$ cat src/rtl/ex_stage.sv
// Execute stage: operand forwarding muxes, ALU and the EX/MEM pipeline register.
// Define EX_STAGE_MUL_EN to add the iterative shift-add multiplier for op 1010.
module ex_stage #(
  parameter int unsigned DATA_W = 8,
  parameter int unsigned REG_AW = 5
) (
  input  logic              clk,
  input  logic              rst_n,
  input  logic [1:0]        fwd_A,
  input  logic [1:0]        fwd_B,
  input  logic [DATA_W-1:0] id_ex_rs1_data,
  input  logic [DATA_W-1:0] id_ex_rs2_data,
  input  logic [DATA_W-1:0] id_ex_imm,
  input  logic              id_ex_alu_src,
  input  logic [3:0]        id_ex_alu_op,
  input  logic [REG_AW-1:0] id_ex_rd,
  input  logic              id_ex_regwrite,
  input  logic              id_ex_memread,
  input  logic              id_ex_memwrite,
  input  logic              id_ex_memtoreg,
  input  logic              id_ex_valid,
  input  logic [DATA_W-1:0] mem_wb_wb_data,
  input  logic              flush,
  output logic [DATA_W-1:0] ex_mem_alu_result,
  output logic [DATA_W-1:0] ex_mem_store_data,
  output logic [REG_AW-1:0] ex_mem_rd,
  output logic              ex_mem_regwrite,
  output logic              ex_mem_memread,
  output logic              ex_mem_memwrite,
  output logic              ex_mem_memtoreg,
  output logic              ex_mem_valid,
  output logic              ex_mem_zero,
  output logic              ex_busy
);

  localparam logic [3:0] OpAdd  = 4'b0000;
  localparam logic [3:0] OpSub  = 4'b0001;
  localparam logic [3:0] OpAnd  = 4'b0010;
  localparam logic [3:0] OpOr   = 4'b0011;
  localparam logic [3:0] OpXor  = 4'b0100;
  localparam logic [3:0] OpSll  = 4'b0101;
  localparam logic [3:0] OpSrl  = 4'b0110;
  localparam logic [3:0] OpSra  = 4'b0111;
  localparam logic [3:0] OpSlt  = 4'b1000;
  localparam logic [3:0] OpSltu = 4'b1001;

  logic [DATA_W-1:0] w_op_a;
  logic [DATA_W-1:0] w_fwd_b;
  logic [DATA_W-1:0] w_alu_b;
  logic [DATA_W-1:0] w_alu_res;
  logic [DATA_W-1:0] w_result;
  logic [2:0]        w_shamt;
  logic              w_busy;
  logic              w_load;

  logic [DATA_W-1:0] r_alu_result;
  logic [DATA_W-1:0] r_store_data;
  logic [REG_AW-1:0] r_rd;
  logic              r_regwrite;
  logic              r_memread;
  logic              r_memwrite;
  logic              r_memtoreg;
  logic              r_valid;
  logic              r_zero;

  // Select 11 falls back to the ID/EX value.
  always_comb begin
    case (fwd_A)
      2'b10:   w_op_a = r_alu_result;
      2'b01:   w_op_a = mem_wb_wb_data;
      default: w_op_a = id_ex_rs1_data;
    endcase
    case (fwd_B)
      2'b10:   w_fwd_b = r_alu_result;
      2'b01:   w_fwd_b = mem_wb_wb_data;
      default: w_fwd_b = id_ex_rs2_data;
    endcase
    w_alu_b = id_ex_alu_src ? id_ex_imm : w_fwd_b;
  end

  assign w_shamt = w_alu_b[2:0];

  // Op 1010 yields 0 here; the product only comes from the multiplier path.
  always_comb begin
    w_alu_res = '0;
    case (id_ex_alu_op)
      OpAdd:  w_alu_res = w_op_a + w_alu_b;
      OpSub:  w_alu_res = w_op_a - w_alu_b;
      OpAnd:  w_alu_res = w_op_a & w_alu_b;
      OpOr:   w_alu_res = w_op_a | w_alu_b;
      OpXor:  w_alu_res = w_op_a ^ w_alu_b;
      OpSll:  w_alu_res = w_op_a << w_shamt;
      OpSrl:  w_alu_res = w_op_a >> w_shamt;
      OpSra:  w_alu_res = $signed(w_op_a) >>> w_shamt;
      OpSlt:  w_alu_res = {{(DATA_W-1){1'b0}}, $signed(w_op_a) < $signed(w_alu_b)};
      OpSltu: w_alu_res = {{(DATA_W-1){1'b0}}, w_op_a < w_alu_b};
      default: w_alu_res = '0;
    endcase
  end

`ifdef EX_STAGE_MUL_EN
  localparam logic [3:0] OpMul = 4'b1010;

  typedef enum logic [0:0] {StIdle, StRun} state_e;

  state_e            r_state, w_state_nxt;
  logic [2:0]        r_cnt, w_cnt_nxt;
  logic [DATA_W-1:0] r_mul_a, w_mul_a_nxt;
  logic [DATA_W-1:0] r_mul_b, w_mul_b_nxt;
  logic [DATA_W-1:0] r_acc, w_acc_nxt;
  logic [DATA_W-1:0] w_mul_sum;
  logic              w_mul_done;

  always_ff @(posedge clk or negedge rst_n) begin
    if (!rst_n) begin
      r_state <= StIdle;
      r_cnt   <= '0;
      r_mul_a <= '0;
      r_mul_b <= '0;
      r_acc   <= '0;
    end else begin
      r_state <= w_state_nxt;
      r_cnt   <= w_cnt_nxt;
      r_mul_a <= w_mul_a_nxt;
      r_mul_b <= w_mul_b_nxt;
      r_acc   <= w_acc_nxt;
    end
  end

  always_comb begin
    w_state_nxt = r_state;
    w_cnt_nxt   = r_cnt;
    w_mul_a_nxt = r_mul_a;
    w_mul_b_nxt = r_mul_b;
    w_acc_nxt   = r_acc;
    w_busy      = 1'b0;
    w_mul_done  = 1'b0;
    w_mul_sum   = r_acc + (r_mul_b[r_cnt] ? (r_mul_a << r_cnt) : '0);
    if (flush) begin
      w_state_nxt = StIdle;
    end else begin
      case (r_state)
        StIdle: begin
          if (id_ex_valid && (id_ex_alu_op == OpMul)) begin
            w_busy      = 1'b1;
            w_state_nxt = StRun;
            w_cnt_nxt   = '0;
            w_mul_a_nxt = w_op_a;
            w_mul_b_nxt = w_alu_b;
            w_acc_nxt   = '0;
          end
        end
        StRun: begin
          w_acc_nxt = w_mul_sum;
          w_cnt_nxt = r_cnt + 3'd1;
          if (r_cnt == 3'd7) begin
            w_mul_done  = 1'b1;
            w_state_nxt = StIdle;
          end else begin
            w_busy = 1'b1;
          end
        end
        default: w_state_nxt = StIdle;
      endcase
    end
  end

  assign w_result = w_mul_done ? w_mul_sum : w_alu_res;
  // Reset holds the FSM in IDLE, where a presented MUL would otherwise raise busy.
  assign ex_busy  = w_busy & rst_n;
`else
  assign w_busy   = 1'b0;
  assign w_result = w_alu_res;
  assign ex_busy  = 1'b0;
`endif

  assign w_load = ~flush & ~w_busy;

  // Bubbles clear only the control bits that have architectural side effects.
  always_ff @(posedge clk or negedge rst_n) begin
    if (!rst_n) begin
      r_alu_result <= '0;
      r_store_data <= '0;
      r_rd         <= '0;
      r_regwrite   <= 1'b0;
      r_memread    <= 1'b0;
      r_memwrite   <= 1'b0;
      r_memtoreg   <= 1'b0;
      r_valid      <= 1'b0;
      r_zero       <= 1'b0;
    end else begin
      r_alu_result <= w_result;
      r_store_data <= w_fwd_b;
      r_rd         <= id_ex_rd;
      r_memtoreg   <= id_ex_memtoreg;
      r_zero       <= (w_result == '0);
      r_valid      <= w_load & id_ex_valid;
      r_regwrite   <= w_load & id_ex_valid & id_ex_regwrite;
      r_memread    <= w_load & id_ex_valid & id_ex_memread;
      r_memwrite   <= w_load & id_ex_valid & id_ex_memwrite;
    end
  end

  assign ex_mem_alu_result = r_alu_result;
  assign ex_mem_store_data = r_store_data;
  assign ex_mem_rd         = r_rd;
  assign ex_mem_regwrite   = r_regwrite;
  assign ex_mem_memread    = r_memread;
  assign ex_mem_memwrite   = r_memwrite;
  assign ex_mem_memtoreg   = r_memtoreg;
  assign ex_mem_valid      = r_valid;
  assign ex_mem_zero       = r_zero;

endmodule

$ cat config.mk
export PLATFORM = sky130hd
export DESIGN_NAME = ex_stage
export DESIGN_NICKNAME = d
export VERILOG_FILES = /design/src/rtl/ex_stage.sv
export SDC_FILE = /design/constraint.sdc
export NUM_CORES = 1
export LEC_CHECK = 0
export CAP_MARGIN = 20
export CORE_ASPECT_RATIO = 0.5
export CORE_UTILIZATION = 44
export DETAILED_ROUTE_END_ITERATION = 6
export GPL_TIMING_DRIVEN = 1
export PLACE_DENSITY = 0.81
export SLEW_MARGIN = 20
export SYNTH_ARGS = -nofsm -noshare
export SYNTH_HDL_FRONTEND = slang
export SYNTH_SLANG_ARGS = --single-unit
$ cat constraint.sdc
create_clock -name clk -period 3.25 [get_ports clk]
set_clock_uncertainty 0.05 [all_clocks]
set_input_delay 0.4875 -clock clk [delete_from_list [all_inputs] [get_ports clk]]
set_output_delay 0.4875 -clock clk [all_outputs]
set_load 0.005 [all_outputs]
# --- After elaboration in Yosys (flattened, before gate mapping) ---
# Index checks and enable logic that the tools add are counted.
totals:
  ff_bits: 27
  latch_bits: 0
  mem_bits_rw: 0
  romBits: 0
  input_bits: 54
  out_inout_bits: 28
  wordCells: 43
  n_memories: 0
op_classes:
  addsub: 2
  n_mul: 0
  div_mod_pow: 0
  magnitude_cmp: 2
  n_eq_ne: 13
  shifts: 3
  muxes: 4
  n_bitwise: 8
  reduce_logical: 2
op_table:
  columns: ["op", "count"]
  rows:
  - ["one-hot mux 8 bit (10 select lines)", 1]
  - ["one-hot mux 8 bit (2 select lines)", 2]
  - ["== test 4 x 3 -> 1 bit (second input constant)", 4]
  - ["less-than comparator 8 bit", 2]
  - ["adder 8 bit", 1]
  - ["bitwise AND 8 bit", 1]
  - ["== test 4 x 2 -> 1 bit (second input constant)", 2]
  - ["== test 4 bit (second input constant)", 2]
  - ["logical NOT 8 bit", 1]
  - ["two-way mux 8 bit", 1]
  - ["bitwise OR 8 bit", 1]
  - ["<< shifter 8 x 3 -> 8 bit", 1]
  - [">> shifter 8 x 3 -> 8 bit", 1]
  - [">>> shifter 8 x 3 -> 8 bit", 1]
  - ["subtractor 8 bit", 1]
  - ["bitwise XOR 8 bit", 1]
  - ["bitwise AND 1 bit", 4]
  - ["== test 2 x 1 -> 1 bit (second input constant)", 2]
  - ["== test 2 bit (second input constant)", 2]
  - ["== test 4 x 1 -> 1 bit (second input constant)", 1]
  - ["logical NOT 4 bit", 1]
  - ["NOT 1 bit", 1]

# --- Longest topological paths before layout ---
logic_depth:
  word_depth: 6
  mapped_depth: 19
  ltp_nobuf: 16

# --- Worst setup path after synthesis ---
# OpenSTA, ideal clock, no wires.
synth_timing:
  path_kind: "input to register"
  start: "input port fwd_B[0]"
  end: "register r_zero (netlist: ex_mem_zero)"
  setup_time_ps: 121
  arrival_ps: 3599
  t_required_ps: 3079
  setup_slack_ps: -520
  cell_stages: 17
  n_path_buf: 4
  path_cell_list: "inv_1 ha_1 buf_4 a221oi_1 o31a_1 buf_2 buf_1 ha_1 clkbuf_1 nor3b_1 a211o_1 a31o_2 a21o_1 a21oi_1 a221oi_1 o21ai_0 and4bb_1"
synth_via:
  elab_chain_cells: 6
  elab_cells_between_ends: 16
  classes_between: "add/sub (2); order compare (2); eq/ne (2); shift (3); mux (3); bitwise (3); reduce/logical (1)"
synth_rtl:
  columns: ["item", "line", "rtl"]
  rows:
  - ["start, declared", "10", "input logic [1:0] fwd_B,"]
  - ["== test 2 x 1 -> 1 bit / == test 2 bit (equally long branches)", "73", "case (fwd_B)"]
  - ["one-hot mux 8 bit (2 select lines) *", "73", null]
  - ["two-way mux 8 bit *", "78", "w_alu_b = id_ex_alu_src ? id_ex_imm : w_fwd_b;"]
  - ["subtractor 8 bit (tied with other cells)", "88", "OpSub: w_alu_res = w_op_a - w_alu_b;"]
  - ["one-hot mux 8 bit (10 select lines) *", "86", "case (id_ex_alu_op)"]
  - ["named net w_alu_res[7]", "50", "logic [DATA_W-1:0] w_alu_res;"]
  - ["logical NOT 8 bit *", "196", "r_zero <= (w_result == '0);"]
  - ["end signal, assigned", "196", null]
  - ["end, declared", "64", "logic r_zero;"]
# The timed path passes the listed nets; every way through them passes the cells marked *.

# --- Worst setup path in the final report ---
layout_timing:
  start: "input port fwd_B[1]"
  end: "register r_zero (netlist: ex_mem_zero)"
# Same word-level chain as after synthesis.

==> qor.txt <==
status -> complete, but fails checks
violations in the final reports -> setup timing
number of endpoints with negative hold slack in the final report -> 0
GRT Overall Usage -> 0.340
maximum clock insertion buffer count -> 2
Fmax achieved -> 287 MHz
period utilization -> 1.07
Power Total -> 1980 uW
fraction of the yosys area taken by sequential cells -> 0.230
TritonCTS buffer count -> 3
area growth from synthesis to layout -> 70.5%
met1 Use GR -> 0.435
DP Worst Slack -> -1.04 ns
clock slew at reported path FFs -> 0.07 ns
Final Net Count -> 630
TritonCTS clock tree -> done
met2 track utilization from global routing -> 0.571
pwr/cell area -> 396 nW/um^2
total setup violations reported at the end of the flow -> 4
Worst-Skew Late Latency -> 0.26 ns
number of ports placed on the die boundary -> 82
routability-driven placement congestion ratio -> 1.05
post-synth top area share -> 0.230
Mapped Avg Cell Area -> 7.82 um^2
time the final worst path needs with I/O delays and setup -> 3.48 ns
die extent in x -> 117 um
CP arrival -> 3.63 ns
Static Leak -> 0.00229 uW
required time of the critical path -> 3.40 ns
cell types with the largest area share after synthesis -> dfrtp_1, ha_1, mux2i_1
clock sink count -> 27
largest net degree at the start of global routing -> 28
detailed-route wire length -> 13100 um
dominant cell type by area after synthesis -> dfrtp_1
via total after detailed routing -> 3901
H-tree lvl count -> 1
total negative slack -> -0.347 ns
routed len/inst -> 20.7 um
launching element type of the critical path -> input pin
antenna diode count -> 0
vias per cell -> 6.17
EDFF count, synth -> 0
start-to-end type of the worst setup path -> in2reg
area post-placement -> 4470 um^2
fraction of synthesis flops using an asynchronous set or reset pin -> 1.00
Core Region -> 6260 um^2
synthesis warning total -> 0
initial cell density of the core -> 0.469
final non-filler cell area -> 5000 um^2
number of nets with antenna violations after detailed routing -> 0
number of global-route vias before repair -> 3451
most common cell after layout, fill and taps aside -> buf_4
DIE AREA -> 7020 um^2
worst setup slack after layout -> -0.233 ns
Detailed Routing Iterations Pass 1 -> 6
most used cells in the layout excluding fill and tap cells -> buf_4, clkdlybuf4s50_1, nand2_1
Worst Setup End Kind -> flop
half-perimeter wire length after placement -> 8210 um
number of maximum-capacitance violations -> 0
peak-usage layer in the global routing report -> met2
Hold Buf Count CTS -> 0
worst hold path class -> in2reg
area of the mapped netlist -> 2930 um^2
M3 GR Usage -> 0.0802
number of antenna violations at the first check in global routing -> 0
std cell rows -> 20
height of the die -> 59.7 um
total overflow reported by the global router -> 0
fraction of layout instances using a drive strength above 1 -> 0.347
count of cell types in the netlist -> 60
violation count after the first detailed-route iteration -> 502
most used flip-flop cell after synthesis -> dfrtp_1
Post-Syn Nets -> 460
clk root buf -> clkbuf_16
largest voltage drop on the vdd net -> 227 uV
top fanout value on the critical path -> 5
Max Slew Vio Count -> 0
input/output buffers -> 80
flip-flop and latch count after synthesis -> 27
final routed DRC violation total -> 0
unrepaired setup endpoints after global routing -> true
gate count after technology mapping -> 375
wire length of the first global-routing pass -> 18400 um
## timing repair
action | CTS | global route
buffers inserted | 16 | 6
endpoints found under the setup margin | 9 | 8
gates resized for setup | 65 | 23
hold endpoints to repair | 0 | 0
pin swaps | 29 | 15
## Yosys cell counts (4+ instances only)
cell type / count
nor2_1: 27
nor4_1: 5
inv_1: 36
buf_2: 7
nand2b_1: 4
nor2b_1: 7
a221o_1: 9
o22ai_1: 7
nand3_1: 6
o21ai_1: 5
ha_1: 29
clkbuf_1: 15
o31a_1: 4
a21oi_1: 21
nor3_1: 10
o211ai_1: 4
mux2i_1: 15
nand2_1: 29
a211oi_1: 4
dfrtp_1: 27
a31oi_1: 5
a22oi_1: 8
and2_1: 4
o21ai_0: 26
## path summary, 6_finish.rpt
path                                      start  slack (ns)              endpoint  cells past startpoint
max in group asynchronous                 rst_n        2.30          ex_mem_rd[2]                      2
setup / recovery                       fwd_B[1]       -0.23           ex_mem_zero                     15
hold / removal                id_ex_rs2_data[0]        0.54  ex_mem_store_data[0]                      3
min in group asynchronous                 rst_n        0.58       ex_mem_regwrite                      2
hold reg to reg            ex_mem_alu_result[2]        0.69  ex_mem_store_data[2]                      3
setup reg to reg           ex_mem_alu_result[1]       -0.12           ex_mem_zero                     12
## critical path, stage by stage
cell	delay (ns)
buf_8	0.09
inv_4	0.04
ha_4	0.18
a221oi_2	0.36
o31a_1	0.33
buf_4	0.19
inv_2	0.05
ha_1	0.21
a211o_1	0.34
a221o_1	0.30
o21ai_1	0.10
nand3_1	0.09
or3_4	0.36
nor4_4	0.28
and4bb_1	0.22
## per-stage QoR
stage	hold slack, ns	utilization	cells
2_1_floorplan	0.142	-	375
3_3_place_gp	0.614	0.715	606
3_5_place_dp	0.638	0.715	606
4_1_cts	0.584	0.773	626
5_1_grt	0.509	0.800	632
6_report	0.536	0.800	632
## registers in the layout (all words and copies together) (netlist names)
register           cells
ex_mem_rd              5
ex_mem_memtoreg        1
ex_mem_store_data      8
ex_mem_valid           1
ex_mem_memwrite        1
ex_mem_alu_result      8
ex_mem_regwrite        1
ex_mem_memread         1
ex_mem_zero            1
## kinds of logic after synthesis
logic type / count (synthesis) / share of synthesized area
xor gates and xnor gates: 2 / 0.00597
DFF: 27 / 0.230
and+or+nand+nor: 109 / 0.191
buffers and inverters: 68 / 0.0976
adders and majority gates: 31 / 0.137
AOI/OAI and AO/OA: 121 / 0.282
muxes: 16 / 0.0550
other: 1 / 0.00128
## report_power, final
part           switching [uW]  internal, uW  leakage, uW
logic                     618           650      0.00191
clock network             121           166    0.0000409
registers                45.8           381     0.000336
total                     785          1200      0.00229
## cell type report
type                       instances  area, um^2
clock buffer                       3        75.1
clock inverter                     1        5.00
fill                             380        1250
inverter                          39         156
multi-input combinational        280        2310
sequential                        27         676
tap                               88         110
timing repair buffer             194        1670
## routing by layer
| layer | part of all wire | up-vias | wire (um) |
|---|---|---|---|
| li1 | - | 1688 | - |
| met1 | 0.40 | 1816 | 5280 |
| met2 | 0.44 | 328 | 5740 |
| met3 | 0.12 | 69 | 1530 |
| met4 | 0.039 | 0 | 512 |
| met5 | 0 | - | 0 |
Power figures use the tool's default switching activity.
